[config.mk]
export PLATFORM = sky130hd
export DESIGN_NAME = jtdsp16_sio_rx
export DESIGN_NICKNAME = d
export VERILOG_FILES = /design/src/rtl/jtdsp16_sio_rx.sv
export SDC_FILE = /design/constraint.sdc
export NUM_CORES = 1
export LEC_CHECK = 0
export ABC_AREA = 1
export CORE_ASPECT_RATIO = 1.4
export CORE_MARGIN = 2
export CORE_UTILIZATION = 56
export CTS_CLUSTER_SIZE = 10
export DETAILED_ROUTE_END_ITERATION = 7
export DONT_BUFFER_PORTS = 1
export PLACE_DENSITY = 0.74
export REMOVE_ABC_BUFFERS = 1
export SKIP_CTS_REPAIR_TIMING = 1
export SLEW_MARGIN = 5
export SYNTH_ARGS = -nofsm -noshare
export SYNTH_HDL_FRONTEND = slang
export SYNTH_SLANG_ARGS = --single-unit
[constraint.sdc]
create_clock -name clk -period 1.47 [get_ports clk]
set_input_delay 0.147 -clock clk [delete_from_list [all_inputs] [get_ports clk]]
set_output_delay 0.147 -clock clk [all_outputs]
set_load 0.02 [all_outputs]
[src/rtl/jtdsp16_sio_rx.sv]
// jtdsp16_sio_rx: deserialiser for the DSP16 serial output port.
// It collects a 16-bit MSB-first word and its 8-bit serial address, then
// steers the word into the left or right sample register by address.
//
// Ports:
//   clk, rst_n  : system clock (same domain as the DSP16 core), async active-low reset
//   ock         : serial output clock level from the DSP16 (synchronous to clk)
//   sdi         : serial data, MSB first
//   sadd        : serial address bit, MSB first, meaningful during the first 8 bits
//   old         : output load, low while a frame is active
//   sample/addr : last complete word and the address captured with it
//   sample_stb  : one-clk pulse when sample/addr update
//   left/right  : last word received for LEFT_ADDR / RIGHT_ADDR
//   pair_stb    : one-clk pulse when both channels have been refreshed
//   frame_err   : one-clk pulse when a frame ends early (old high before 16 bits)
module jtdsp16_sio_rx #(
    parameter logic [7:0] LEFT_ADDR  = 8'h00,
    parameter logic [7:0] RIGHT_ADDR = 8'h01
) (
    input  logic        clk,
    input  logic        rst_n,
    input  logic        ock,
    input  logic        sdi,
    input  logic        sadd,
    input  logic        old,
    output logic [15:0] sample,
    output logic [7:0]  addr,
    output logic        sample_stb,
    output logic [15:0] left,
    output logic [15:0] right,
    output logic        pair_stb,
    output logic        frame_err
);

    localparam int unsigned DATA_W    = 16;
    localparam int unsigned ADDR_W    = 8;
    localparam int unsigned CNT_W     = 5;
    localparam int unsigned WORD_BITS = 16;
    localparam int unsigned ADDR_BITS = 8;

    typedef enum logic [1:0] {
        ST_IDLE     = 2'd0,
        ST_SHIFT    = 2'd1,
        ST_DONE     = 2'd2,
        ST_WAIT_OLD = 2'd3
    } state_t;

    state_t              state_q, state_d;
    logic                last_ock_q;
    logic [CNT_W-1:0]    cnt_q, cnt_d;
    logic [DATA_W-1:0]   data_sh_q, data_sh_d;
    logic [ADDR_W-1:0]   addr_sh_q, addr_sh_d;
    logic [DATA_W-1:0]   sample_q, sample_d;
    logic [ADDR_W-1:0]   addr_q, addr_d;
    logic [DATA_W-1:0]   left_q, left_d;
    logic [DATA_W-1:0]   right_q, right_d;
    logic                sample_stb_q, sample_stb_d;
    logic                pair_stb_q, pair_stb_d;
    logic                frame_err_q, frame_err_d;
    logic                left_fresh_q, left_fresh_d;
    logic                right_fresh_q, right_fresh_d;

    logic                posedge_ock_c;
    logic                bit_take_c;
    logic                cnt_full_c;
    logic                shift_en_c;

    // Rising ock qualified by old low is a data bit; with old high it is the load edge.
    assign posedge_ock_c = ock & ~last_ock_q;
    assign bit_take_c    = posedge_ock_c & ~old;
    assign cnt_full_c    = (cnt_q == CNT_W'(WORD_BITS));
    // Bits are only accepted while collecting; DONE and WAIT_OLD drop stray edges.
    assign shift_en_c    = bit_take_c &
                           ((state_q == ST_IDLE) || ((state_q == ST_SHIFT) && !cnt_full_c));

    // State register.
    always_ff @(posedge clk or negedge rst_n) begin
        if (!rst_n) begin
            state_q <= ST_IDLE;
        end else begin
            state_q <= state_d;
        end
    end

    // Next-state logic.
    always_comb begin
        state_d = state_q;
        unique case (state_q)
            ST_IDLE: begin
                if (bit_take_c) begin
                    state_d = ST_SHIFT;
                end
            end
            ST_SHIFT: begin
                // A full word wins over old rising in the same cycle.
                if (cnt_full_c) begin
                    state_d = ST_DONE;
                end else if (old) begin
                    state_d = ST_IDLE;
                end
            end
            ST_DONE: begin
                state_d = old ? ST_IDLE : ST_WAIT_OLD;
            end
            ST_WAIT_OLD: begin
                if (old) begin
                    state_d = ST_IDLE;
                end
            end
            default: begin
                state_d = ST_IDLE;
            end
        endcase
    end

    // Datapath and output next values.
    always_comb begin
        cnt_d         = cnt_q;
        data_sh_d     = data_sh_q;
        addr_sh_d     = addr_sh_q;
        sample_d      = sample_q;
        addr_d        = addr_q;
        left_d        = left_q;
        right_d       = right_q;
        left_fresh_d  = left_fresh_q;
        right_fresh_d = right_fresh_q;
        sample_stb_d  = 1'b0;
        pair_stb_d    = 1'b0;
        frame_err_d   = 1'b0;

        if (shift_en_c) begin
            data_sh_d = {data_sh_q[DATA_W-2:0], sdi};
            if (cnt_q < CNT_W'(ADDR_BITS)) begin
                addr_sh_d = {addr_sh_q[ADDR_W-2:0], sadd};
            end
            cnt_d = cnt_q + CNT_W'(1);
        end

        // Early load edge: drop the partial word.
        if ((state_q == ST_SHIFT) && !cnt_full_c && old) begin
            frame_err_d = 1'b1;
            cnt_d       = '0;
        end

        // Fresh flags are set in DONE, so this fires the cycle after it.
        if (left_fresh_q && right_fresh_q) begin
            pair_stb_d    = 1'b1;
            left_fresh_d  = 1'b0;
            right_fresh_d = 1'b0;
        end

        if (state_q == ST_DONE) begin
            sample_d     = data_sh_q;
            addr_d       = addr_sh_q;
            sample_stb_d = 1'b1;
            cnt_d        = '0;
            if (addr_sh_q == LEFT_ADDR) begin
                left_d       = data_sh_q;
                left_fresh_d = 1'b1;
            end
            if (addr_sh_q == RIGHT_ADDR) begin
                right_d       = data_sh_q;
                right_fresh_d = 1'b1;
            end
        end
    end

    // Datapath and output registers.
    always_ff @(posedge clk or negedge rst_n) begin
        if (!rst_n) begin
            last_ock_q    <= 1'b0;
            cnt_q         <= '0;
            data_sh_q     <= '0;
            addr_sh_q     <= '0;
            sample_q      <= '0;
            addr_q        <= '0;
            left_q        <= '0;
            right_q       <= '0;
            left_fresh_q  <= 1'b0;
            right_fresh_q <= 1'b0;
            sample_stb_q  <= 1'b0;
            pair_stb_q    <= 1'b0;
            frame_err_q   <= 1'b0;
        end else begin
            last_ock_q    <= ock;
            cnt_q         <= cnt_d;
            data_sh_q     <= data_sh_d;
            addr_sh_q     <= addr_sh_d;
            sample_q      <= sample_d;
            addr_q        <= addr_d;
            left_q        <= left_d;
            right_q       <= right_d;
            left_fresh_q  <= left_fresh_d;
            right_fresh_q <= right_fresh_d;
            sample_stb_q  <= sample_stb_d;
            pair_stb_q    <= pair_stb_d;
            frame_err_q   <= frame_err_d;
        end
    end

    assign sample     = sample_q;
    assign addr       = addr_q;
    assign sample_stb = sample_stb_q;
    assign left       = left_q;
    assign right      = right_q;
    assign pair_stb   = pair_stb_q;
    assign frame_err  = frame_err_q;

endmodule

==> Word level (Yosys, flattened, before mapping) <==
Cells that the tools add are included.
{ "word_totals": {"ff_bits": 93, "output_inout_bits": 59} }
{ "op_classes": {"addsub": 1, "order_cmp": 1, "eq_ne": 6, "muxes": 17, "n_bitwise": 5, "reduce_logical": 11} }
{ "ops": {"columns": ["cell", "count"], "rows": [
  ["5-bit two-way mux", 3],
  ["1-bit two-way mux", 9],
  ["8-bit by 1-bit == test with 1-bit output, second input constant", 1],
  ["8-bit zero test", 1],
  ["2-bit two-way mux", 4],
  ["2-bit case mux with 4 select lines", 1],
  ["2-bit AND reduction", 3],
  ["5-bit by 1-bit adder with 5-bit output, second input constant", 1],
  ["5-bit == test, second input constant", 1],
  ["5-bit by 4-bit less-than comparator with 1-bit output, second input constant", 1],
  ["2-bit == test, second input constant", 2],
  ["1-bit bitwise AND", 3],
  ["1-bit logical AND", 3],
  ["3-bit nonzero test", 1],
  ["2-bit by 1-bit == test with 1-bit output, second input constant", 1],
  ["2-bit zero test", 1],
  ["2-bit inequality test, second input constant", 1],
  ["1-bit NOT", 2],
  ["1-bit zero test", 1],
  ["1-bit logical OR", 1]
]} }

==> Logic depth before layout (Yosys ltp) <==
{ "logic_depth": {"depth_word": 8, "ltp_mapped": 11} }

==> Worst setup path after synthesis <==
OpenSTA, ideal clock, no wires.
{ "synth_path": {"path_type": "register -> register", "start": "reg cnt_q[0]", "end": "reg cnt_q[2]", "setup_time_ps": 118, "arrival_time_ps": 1318, "t_required_ps": 1352, "setup_slack_ps": 34, "path_stages_with_launch": 12, "n_path_buf": 1, "cell_sequence": "dfrtp_1 > inv_1 > ha_1 > nand2_1 > clkinv_1 > nand2_2 > nand2_4 > nand2_8 > nand2_8 > buf_6 > nand3_1 > nand2_1"} }
{ "synth_via": {"elab_chain_len": 6, "word_cells_on_any_way": 11, "cone_classes": "1 x add/sub; 1 x eq/ne; 3 x mux; 1 x bitwise; 5 x reduce/logical"} }
{ "synth_lines": {"columns": ["item", "line", "text"], "rows": [
  ["from (decl)", "50", "logic [CNT_W-1:0] cnt_q, cnt_d;"],
  ["from (signal assigned)", "186", "cnt_q <= cnt_d;"],
  ["branches (longest 6 deep; another with 5-bit by 1-bit adder with 5-bit output)", null, null]
]} }
Parallel ways; which one is timed is not known. The select of a mux whose other input is x is not followed.
A chain may end at the register's enable or synchronous reset.

==> Worst setup path after layout <==
{ "layout_path": {"start": "reg cnt_q[0]", "end": "reg cnt_q[0]"} }
The elaborated chain is that of the path after synthesis.

==> key figures <==
Placement
  – Placed Area: ~0.0038 mm²
  – Dpl hpwl: about 4500 µm
  – I/O Buffers: 0
  – Pre-CTS WS: -0.0234 ns
  – RePlAce Congestion: about 0.78

Global routing
  – All-Layer GR Usage: between 10% and 20%
  – Number of global-route vias before repair: about 2.4k
  – Largest net degree at the start of global routing: 94
  – First-pass GRT wire length: approximately 11000 µm
  – Initial antenna violation count: 0
  – Grt ovf: 0

Logic synthesis
  – Synth area leaders: dfrtp_1, nand2_1, o21ai_0
  – Ys Warns: 0
  – Count of cell types in the netlist: 25
  – Synthesized cell area: 0.00367 mm²
  – Yosys reg bits: slightly above 90
  – Syn Area/Cell: about 10 µm²
  – Synth area leader: dfrtp_1
  – Share of the synthesized area in the top cell type: a little under two thirds
  – Top cells by count, synth: nand2_1, dfrtp_1, o21ai_0
  – Primary FF master, synth: dfrtp_1
  – Register area share after synthesis: between 60% and 70%
  – Synth async-reset ratio: 100%
  – Top-count cell post-synth: nand2_1
  – Mapped Cells: about 370
  – Post-synth EDFFs: 0

Critical path
  – Cell family with most CP delay: simple AND/OR/NAND/NOR gates
  – Critical path's largest stage delay: ~0.40 ns
  – CP Data Required Time: between 1.5 and 2 ns
  – Crit path arrival time: roughly 1.7 ns
  – Worst-path fanout max: 6
  – Worst path cell trace: inv_2 -> ha_4 -> nand2_2 -> inv_2 -> nand2_4 -> nand2_4 -> nand2_8 -> nand2_8 -> clkinvlp_4 -> nand2_1 -> nand2_1
  – Critical-path top delay cell: dfrtp_1
  – WP buf/inv: 3
  – Startpoint types: flip-flop
  – Setup CP Type: flip-flop to flip-flop
  – Worst setup EP type: flip-flop

STA
  – Slew @ Worst Pin: approximately 0.32 ns
  – Final Max Tran Viols: 0
  – RSZ-0062 raised after global routing: yes
  – Final min period: approximately 1.4 ns
  – Endpoints failing setup: 0
  – Slew headroom: approximately 79%
  – Final setup TNS: 0 ns
  – Final hold vios: between 90 and 100
  – Post-route setup slack: 0.0202 ns
  – Final period util: 98.6%
  – Max Clock Freq: 690 MHz
  – Min Hold Slack: -0.512 ns
  – Clock skew: 0.00956 ns

Drt
  – Via count: 2468
  – Drt drc: 0
  – Drt wl/cell: 14.9 µm
  – Drt first pass iters: 4
  – Post-DR vias/cell: roughly 5.4
  – Routed Antenna Nets: 0
  – Final wirelength: 6820 µm
  – Iter 0 DRT Violations: between 100 and 150

Layout
  – Register area: 0.00233 mm²
  – # diodes: 0
  – Area of the multi-input gates: roughly 0.0011 mm²
  – Final net count: 390
  – Fraction of layout cells with a size suffix above 1: between 15 and 20%
  – # fillers: 505
  – Fin util: 65.1%
  – Finished Cell Area: around 0.004 mm²
  – Layout area overhead: 11.6%

Clocking
  – Num Clock Sinks: 93
  – CTS tree: done
  – Worst-path clk slew: 0.09 ns
  – Clock root cell: clkbuf_8
  – H-tree Lvls: 3
  – Num CTS Buffers: 9
  – Clock latency on the worst-skew pair: approximately 0.34 ns
  – Clock Path Buffers: 2

Floorplanning
  – Overall die width: approximately 72 µm
  – CORE AREA: ~0.0063 mm²
  – Starting density of the core: 58.3%
  – FP Rows: 34
  – Boundary Pins: 65
  – Die Y: around 100 µm
  – Die ar.: between 0.007 and 0.008 mm²

Outcome
  – Status: finished with violations
  – Failing checks: hold timing

Power
  – Psw: around 1.6 mW
  – Sw Share: slightly below 30%
  – Comb power frac: 17.3%
  – Flop pwr share: between 50% and 60%
  – Pleak: a little under 2 nW
  – P per Cell Area: roughly 1300 mW/mm²
  – Int Power: 3.77 mW
  – Peak supply drop: roughly 900 µV
  – Clock power share: between 20 and 30%

Job
  – Max-Cap Viols: 0

Worst hold path
  – Worst Hold Class: input pin to async pin
routing by layer:
| layer | vias up | track usage [%] | wire (µm) |
|---|---|---|---|
| li1 | 1203 | - | - |
| met1 | 1200 | 24.3 | 2940 |
| met2 | 60 | 33.4 | 3490 |
| met3 | 5 | 5.82 | 324 |
| met4 | 0 | 6.27 | 63 |
| met5 | - | 0 | 0 |
stage by stage:
stage / total power [mW] / std cells / hold WS [ns]
final: 5.33 / 459 / -0.512
after floorplan: 3.57 / 350 / -0.149
after global routing: 5.63 / 459 / -0.545
after global placement: 3.76 / 433 / -0.147
after detailed placement: 3.80 / 433 / -0.147
after CTS: 5.26 / 449 / -0.526
power by group through the flow:
stage	sequential (mW)	clock, mW	combinational (mW)
CTS	2.93	1.51	0.822
finish	2.93	1.47	0.924
global placement	2.97	0	0.788
floorplan	2.95	0	0.617
detailed placement	2.98	0	0.820
global route	2.96	1.62	1.04
registers in the layout, summed over array words and instances (netlist names):
signal,flops
addr,8
addr_sh_q,8
cnt_q,5
data_sh_q,16
frame_err,1
last_ock_q,1
left,16
left_fresh_q,1
pair_stb,1
right,16
right_fresh_q,1
sample,16
sample_stb,1
state_q,2
final timing paths:
path	from	to	slack, ns	depth (start not counted)
max in group asynchronous	rst_n	addr_sh_q[7]	1.85	0
setup / recovery	cnt_q[0]	cnt_q[0]	0.02	11
hold reg to reg	left_fresh_q	pair_stb	0.48	2
min in group clk	old	state_q[0]	0.01	3
hold / removal	rst_n	sample[13]	-0.51	0
setup reg to reg	cnt_q[0]	cnt_q[0]	0.02	11
cell usage in the layout (no fill, tap or decap), drive strengths merged:
master / instances
dfrtp: 93
a32o: 1
nand4: 9
nand3: 10
clkbuf: 12
or2: 1
a21oi: 1
buf: 16
clkinvlp: 3
nor2: 9
o21ai: 72
ha: 2
nand2: 111
dlygate4sd3: 4
nor3b: 1
xor2: 3
inv: 36
clkinv: 3
worst reg2reg max path: stages (launching register included):
cell and delay, ns:
dfrtp_1 0.40, inv_2 0.09, ha_4 0.13, nand2_2 0.05
inv_2 0.08, nand2_4 0.06, nand2_4 0.09, nand2_8 0.08
nand2_8 0.10, clkinvlp_4 0.15, nand2_1 0.10, nand2_1 0.04
logic make-up (layout without fill, tap and decap cells):
family / Yosys count / in the layout / synth area share (%)
and+or+nand+nor: 141 / 141 / 17.7
DFF: 93 / 93 / 63.4
AOI/OAI and AO/OA: 74 / 74 / 11.2
buffers and inverters: 52 / 74 / 6.30
xor gates and xnor gates: 3 / 3 / 0.716
adders and majority gates: 2 / 2 / 0.681
cell type report:
class	count	area share [%]
clock buffers	11	3.21
inverters	37	3.48
clock inverters	5	0.916
repair buffers	21	5.74
multi-input cells	220	27.7
well taps	72	2.20
flip-flops and latches	93	56.8
Note: power is estimated with default switching activity, not from simulation.
